==> config.mk <==
export PLATFORM = sky130hd
export DESIGN_NAME = fifo_wptr_full
export DESIGN_NICKNAME = d
export VERILOG_FILES = /design/src/rtl/fifo_pkg.sv /design/src/rtl/fifo_gray_cnt.sv /design/src/rtl/fifo_wptr_full.sv
export SDC_FILE = /design/constraint.sdc
export NUM_CORES = 1
export LEC_CHECK = 0
export ABC_AREA = 0
export CORE_UTILIZATION = 46
export CTS_CLUSTER_DIAMETER = 120
export DETAILED_ROUTE_END_ITERATION = 16
export HOLD_SLACK_MARGIN = 0.02
export PLACE_DENSITY_LB_ADDON = 0.15
export RECOVER_POWER = 100
export SLEW_MARGIN = 20
export SYNTH_ARGS = -nofsm -noshare
export SYNTH_HDL_FRONTEND = slang
export SYNTH_SLANG_ARGS = --single-unit
==> constraint.sdc <==
create_clock -name clk -period 2.6 [get_ports clk]
set_clock_uncertainty 0.1 [all_clocks]
set_input_delay 0.52 -clock clk [delete_from_list [all_inputs] [get_ports clk]]
set_output_delay 0.52 -clock clk [all_outputs]
set_load 0.05 [all_outputs]
==> src/rtl/fifo_pkg.sv <==
// Shared pointer type and Gray-code helpers for the async FIFO write and read sides.
// The pointer type is one bit wider than the address so that full and empty can be told apart.
package fifo_pkg;

   localparam int PTR_WIDTH = 6;
   localparam int DEPTH     = 2**PTR_WIDTH;

   typedef logic [PTR_WIDTH:0] ptr_t;

   function automatic ptr_t bin2gray(input ptr_t ptr);
      return ptr ^ (ptr >> 1);
   endfunction

   // Each binary bit is the XOR of all Gray bits at or above it.
   function automatic ptr_t gray2bin(input ptr_t ptr);
      ptr_t bin;
      bin[PTR_WIDTH] = ptr[PTR_WIDTH];
      for (int i = PTR_WIDTH - 1; i >= 0; i--) begin
         bin[i] = bin[i+1] ^ ptr[i];
      end
      return bin;
   endfunction

endpackage

==> src/rtl/fifo_gray_cnt.sv <==
// Binary + Gray pointer register pair with increment enable.
// The read-side empty generator reuses this counter.
module fifo_gray_cnt
   import fifo_pkg::*;
(
   input  logic                 clk,
   input  logic                 resetn,
   input  logic                 inc_i,
   output logic [PTR_WIDTH-1:0] addr_o,
   output ptr_t                 bin_next_o,
   output ptr_t                 gray_o
);

   ptr_t binQ_q;
   ptr_t binQ_d;
   ptr_t grayQ_q;
   ptr_t grayQ_d;

   // The Gray value is registered rather than decoded so the cross-domain pointer never glitches.
   always_comb begin
      binQ_d  = inc_i ? binQ_q + ptr_t'(1) : binQ_q;
      grayQ_d = bin2gray(binQ_d);
   end

   always_ff @(posedge clk or negedge resetn) begin
      if (!resetn) begin
         binQ_q  <= '0;
         grayQ_q <= '0;
      end else begin
         binQ_q  <= binQ_d;
         grayQ_q <= grayQ_d;
      end
   end

   assign addr_o     = binQ_q[PTR_WIDTH-1:0];
   assign bin_next_o = binQ_d;
   assign gray_o     = grayQ_q;

endmodule

==> src/rtl/fifo_wptr_full.sv <==
// Write-domain pointer and full-flag generator of the async FIFO.
// Define FIFO_ALMOST_FULL_EN to add the registered almost_full flag (threshold AF_THRESH).
module fifo_wptr_full #(
   parameter int PTR_WIDTH = 6
`ifdef FIFO_ALMOST_FULL_EN
   ,
   parameter int AF_THRESH = 60
`endif
) (
   input  logic                 clk,
   input  logic                 resetn,
   input  logic                 wr_en,
   input  logic [PTR_WIDTH:0]   rptr_gray_sync,
   output logic [PTR_WIDTH-1:0] waddr,
   output logic                 wr_accept,
   output logic [PTR_WIDTH:0]   wptr_gray,
   output logic                 full,
   output logic                 overflow,
   output logic                 almost_full
);

   import fifo_pkg::*;

   ptr_t wbinNext;
   ptr_t rqFull;
   logic full_q;
   logic full_d;
   logic overflow_q;
   logic overflow_d;

   assign wr_accept = wr_en & ~full_q;

   fifo_gray_cnt u_wcnt (
      .clk        (clk),
      .resetn     (resetn),
      .inc_i      (wr_accept),
      .addr_o     (waddr),
      .bin_next_o (wbinNext),
      .gray_o     (wptr_gray)
   );

   // Full when the next write pointer sits exactly one lap ahead of the synchronized read pointer.
   always_comb begin
      rqFull     = {~rptr_gray_sync[PTR_WIDTH:PTR_WIDTH-1], rptr_gray_sync[PTR_WIDTH-2:0]};
      full_d     = (bin2gray(wbinNext) == rqFull);
      overflow_d = overflow_q | (wr_en & full_q);
   end

   always_ff @(posedge clk or negedge resetn) begin
      if (!resetn) begin
         full_q     <= 1'b0;
         overflow_q <= 1'b0;
      end else begin
         full_q     <= full_d;
         overflow_q <= overflow_d;
      end
   end

   assign full     = full_q;
   assign overflow = overflow_q;

`ifdef FIFO_ALMOST_FULL_EN
   ptr_t rqBin;
   ptr_t levelNext;
   logic almostFull_q;
   logic almostFull_d;

   // Fill level wraps naturally in the pointer width since it never exceeds the depth.
   always_comb begin
      rqBin        = gray2bin(rptr_gray_sync);
      levelNext    = wbinNext - rqBin;
      almostFull_d = (levelNext >= ptr_t'(AF_THRESH));
   end

   always_ff @(posedge clk or negedge resetn) begin
      if (!resetn) begin
         almostFull_q <= 1'b0;
      end else begin
         almostFull_q <= almostFull_d;
      end
   end

   assign almost_full = almostFull_q;
`else
   assign almost_full = 1'b0;
`endif

endmodule

==> flow_summary.ini, run 1 <==
[floorplanning]
core_area_mm2 = 0.00180
rows = 15
die_h_um = 46.8
ioPinCount = 27
die_w_um = 46.8
start_util_pct = 51.3
die_area_mm2 = 0.00219

[hold_path]
min_path_type = reg -> reg

[synth]
synth_most_common_cell = dfrtp_1
synthTopCellsByCount = dfrtp_1 (15), inv_1 (7), xnor2_1 (7)
ys_seq_area_share_pct = 40.6
synth_edf_count = 0
ys_ff_latch = 15
ys.flop_type = dfrtp_1
synth_top_area_cell = dfrtp_1
synthTopCellsByArea = dfrtp_1 (41%), xnor2_1 (6.6%), xnor3_2 (5.1%)
synth.avg_cell_area_um2 = 12.2
synth_cells = 76
syn_area_um2 = 925
ys_types = 38
async_reset_ff_share_pct = 100
yosys_warnings = 0
synth_nets = 87
synth_top_area_share_pct = 40.6

[finish]
finalNonFillerCells = 131
syn_to_final_growth_pct = 31.0
num-fill-cells = 166
drive_gt1_share_pct = 16.0
design_area_mm2 = 0.00121
antennaDiodeCount = 0
layout.nets = 118

[worst_setup_path]
required_ps = 1980
crit_path_start_kind = input port
cp_top_family = buffers and inverters
cpPeakStageDelay_ps = 570
endpoint_kind = output port
cp_max_fo = 6
crit_arrival_ps = 1820
rrSetupSlack_ps = 380
path_buf_inv = 3
critPathKind = in -> out
slowest_stage = clkdlybuf4s50_1
crit_chain = clkdlybuf4s50_1 > nor2b_1 > clkbuf_1 > clkbuf_2

[global_routing]
grt_max_degree = 16
grt_pass1_vias = 674
grt_use_total_pct = 18.1
grt_pass1_wl_um = 2790
antenna_found_initial = 0
grt-ovfl-total = 0

[clock_network]
cts_resized = 0
root_buffer = clkbuf_4
cts_buffer_depth = 2
clk_latency_ps = 280
cts.sinks = 15
htree_levels = 1
ctsHoldBuffers = 0
cts-buffers-inserted = 3
path_clk_slew_ps = 90
post-cts-setup-buffers = 0
cts_tree = yes

[route]
vias = 679
drt_iter0_drc = 11
first_pass_iters = 4
vias_per_cell = 5.18
drc = 0
wl_um = 1750
antenna_left = 0
wl_per_cell_um = 13.3

[power]
powerDensity_mw_per_mm2 = 1380
pwr-share-seq_pct = 25.1
p_leak_nw = 0.571
peakVddDrop_mv = 0.632
p_sw_share_pct = 48.8
power.internal_mw = 0.858
p_comb_share_pct = 66.9
clockPowerShare_pct = 7.9
switchingPower_mw = 0.817

[placement]
io_buffers = 25
gp_congestion = 0.881
dp_cells = 127
placed_area_mm2 = 0.00123
dp_hpwl_um = 1400

[timing]
fmax_mhz = 409
finalSetupViolCount = 0
slew_headroom_pct = 54.4
tns_ps = 0
finalHoldViolCount = 0
fin_crit_sh_pct = 93.9
fin_crit_ps = 2440
grt_setup_unrepaired = false
tightest_slew_ps = 682
slew_viol_final = 0
holdWs_ps = 360

[status]
status = finished, final reports clean

[job]
cap_violations = 0
[sequential cells by signal (all words and copies together) (netlist names)]
name / flops
full: 1
u_wcnt.binQ_q: 7
u_wcnt.gray_o: 6
overflow: 1
[through the flow]
stage                     setup slack [ps]  util (%)  power, mW
after detailed placement              11.9      68.2       1.64
after floorplan                        260         -       1.29
after global routing                  89.3      67.2       1.79
after CTS                              251      69.7       1.78
final                                  158      67.2       1.68
after global placement                69.7      68.2       1.62
[path summary, 6_finish.rpt]
path,end,cells past startpoint,startpoint
setup / recovery,wr_accept,4,wr_en
hold / removal,overflow,1,overflow
setup reg to reg,full,7,u_wcnt.binQ_q[0]
hold reg to reg,overflow,1,overflow
max in group asynchronous,u_wcnt.gray_o[5],1,resetn
min in group asynchronous,u_wcnt.binQ_q[0],1,resetn
[layout make-up]
| type | instances | area, um2 | area share, % |
|---|---|---|---|
| tap | 25 | 31.3 | 2.58 |
| multi-input combinational | 51 | 488 | 40.3 |
| sequential | 15 | 375 | 31.0 |
| clock buffer | 4 | 26.3 | 2.17 |
| inverter | 7 | 26.3 | 2.17 |
| timing repair buffer | 29 | 264 | 21.8 |
[logic make-up (layout without fill, tap and decap cells)]
group,Yosys count,after routing,share of synthesized area (%)
xor gates and xnor gates,16,16,24.6
AOI/OAI and AO/OA,14,14,11.8
buffers and inverters,10,40,4.74
other,1,1,0.406
and+or+nand+nor,17,17,14.3
muxes,2,2,2.17
adders and majority gates,1,1,1.35
DFF,15,15,40.6
[placed cells by master (no fill, tap or decap), types with 2 or more instances in the layout]
cell type | netlist | routed
a21oi_1 | 2 | 2
and2_0 | 1 | 2
clkbuf_1 | 0 | 4
clkbuf_4 | 0 | 4
clkdlybuf4s50_1 | 0 | 8
dfrtp_1 | 15 | 15
dlygate4sd3_1 | 0 | 16
inv_1 | 7 | 7
mux2i_1 | 2 | 2
nand3_1 | 2 | 2
nand3b_1 | 2 | 2
o21ai_0 | 3 | 4
or3_1 | 1 | 2
xnor2_1 | 7 | 8
xnor3_2 | 2 | 2
xor2_1 | 3 | 3
[layer usage]
layer  part of all wire (%)  routed length [um]  global-route usage (%)  vias to the layer above
li1                       -                   -                       -                      320
met1                     43                 756                    21.6                      335
met2                     51                 893                    33.9                       20
met3                    4.3                  75                    2.31                        4
met4                    1.3                  23                    5.14                        0
met5                      0                   0                       0                        -
[power by group through the flow]
stage | sequential [mW] | clock [mW] | combinational, mW
after floorplan | 0.768 | 0 | 0.527
after global placement | 0.433 | 0 | 1.18
after detailed placement | 0.434 | 0 | 1.20
after CTS | 0.430 | 0.138 | 1.21
after global routing | 0.439 | 0.146 | 1.20
final | 0.421 | 0.133 | 1.12
(Power assumes the default switching activity.)
==> run 2, diff against run 1 <==
Settings changed: CTS_CLUSTER_DIAMETER 120 to 30.
==> results of run 2 <==
The final DEF is identical to that of run 1; final timing and power are the same.
==> run 3, diff against run 2 <==
Settings changed: CORE_UTILIZATION 46 to 49.
Clock period 2.6 ns to 3 ns, I/O delays scaled along.
==> run 3 against run 2 <==
Net effect: global-route usage is 0.56 points higher; core utilization is 1.5 points higher; wire length is 6.8% lower; register-to-register slack better by 310 ps; count of clock-buffer cells in the layout is 1 lower; worst setup slack better by 140 ps; clock power is 14% lower; critical path type unchanged; highest routed layer unchanged.
==> flow_summary.ini, run 3 (synthesis results as in run 1) <==
[status]
status = finished, final reports clean

[finish]
antennaDiodeCount = 0
largest_register_ff_count = 7
design_area_mm2 = 0.00120
layout.nets = 116
final_common_cell = dlygate4sd3_1
syn_to_final_growth_pct = 29.8
drive_gt1_share_pct = 16.3
layout_common_cells = dlygate4sd3_1 (17), dfrtp_1 (15), xnor2_1 (8)
finalNonFillerCells = 129
top_register = u_wcnt.binQ_q

[worst_setup_path]
cp_top_family = buffers and inverters
crit_arrival_ps = 2000
path_buf_inv = 3
crit_path_start_kind = input port
required_ps = 2300
crit_chain = dlygate4sd3_1 > nor2b_1 > clkbuf_1 > clkbuf_2
cp_max_fo = 6
endpoint_kind = output port
cpPeakStageDelay_ps = 640
slowest_stage = dlygate4sd3_1
critPathKind = in -> out

[route]
wl_per_cell_um = 12.6
antenna_left = 0
vias = 643
vias_per_cell = 4.98
wl_um = 1630
first_pass_iters = 4
drc = 0
drt_iter0_drc = 7

[clock_network]
cts-buffers-inserted = 3
cts.sinks = 15
post-cts-setup-buffers = 0
ctsHoldBuffers = 0
clk_latency_ps = 280
htree_levels = 1
cts_resized = 0
cts_buffer_depth = 2
cts_tree = yes
path_clk_slew_ps = 80
root_buffer = clkbuf_4

[placement]
dp_hpwl_um = 1270
gp_congestion = 0.863
io_buffers = 25
dp_cells = 125
placed_area_mm2 = 0.00121

[global_routing]
antenna_found_initial = 0
grt-ovfl-total = 0
grt_pass1_wl_um = 2680
grt_pass1_vias = 623
grt_max_degree = 16
grt_use_total_pct = 18.7

[timing]
fmax_mhz = 371
tightest_slew_ps = 662
slew_viol_final = 0
fin_crit_ps = 2700
finalSetupViolCount = 0
grt_setup_unrepaired = false
fin_crit_sh_pct = 89.9
finalHoldViolCount = 0
tns_ps = 0
slew_headroom_pct = 55.7
holdWs_ps = 353

[floorplanning]
start_util_pct = 53.0
rows = 15
die_h_um = 45.4
die_area_mm2 = 0.00206
die_w_um = 45.4
ioPinCount = 27
core_area_mm2 = 0.00175

[power]
peakVddDrop_mv = 0.599
p_leak_nw = 0.569
powerDensity_mw_per_mm2 = 1180

[hold_path]
min_path_type = reg -> reg

[job]
cap_violations = 0
==> run 3: metrics by stage <==
stage               setup slack, ps  total power, mW  util [%]
CTS                             549             1.50      71.1
floorplan                       660             1.12         -
global placement                365             1.37      69.5
detailed placement              270             1.38      69.5
finish                          302             1.42      68.7
global route                    212             1.50      68.7
==> run 3: final cells by class <==
type / count / area, um2
Clock buffer: 3 / 22.5
Clock inverter: 1 / 5.00
Fill cell: 141 / 546
Inverter: 7 / 26.3
Multi-Input combinational cell: 51 / 487
Sequential cell: 15 / 375
Tap cell: 25 / 31.3
Timing Repair Buffer: 27 / 253
==> run 3: power breakdown <==
group | total (mW) | switching, mW | internal, mW | leakage, nW
Clock | 0.114 | 0.0646 | 0.0495 | 0.0177
Sequential | 0.366 | 0.0738 | 0.292 | 0.178
Combinational | 0.939 | 0.557 | 0.381 | 0.373
==> run 3: worst paths after layout <==
path	slack [ps]	start	cells after the start	endpoint
worst max-delay path	300	wr_en	4	wr_accept
worst min-delay path	350	overflow	1	overflow
worst max register to register	690	u_wcnt.binQ_q[0]	7	full
worst min register to register	350	overflow	1	overflow
max in group asynchronous	1700	resetn	1	u_wcnt.gray_o[3]
min in group asynchronous	680	resetn	1	u_wcnt.gray_o[1]
==> run 3: routing by layer <==
layer	track usage, %	vias to the layer above	share of wire [%]
li1	-	318	-
met1	24.6	294	47
met2	30.0	26	45
met3	2.38	5	6.0
met4	9.70	0	2.1
met5	0	-	0
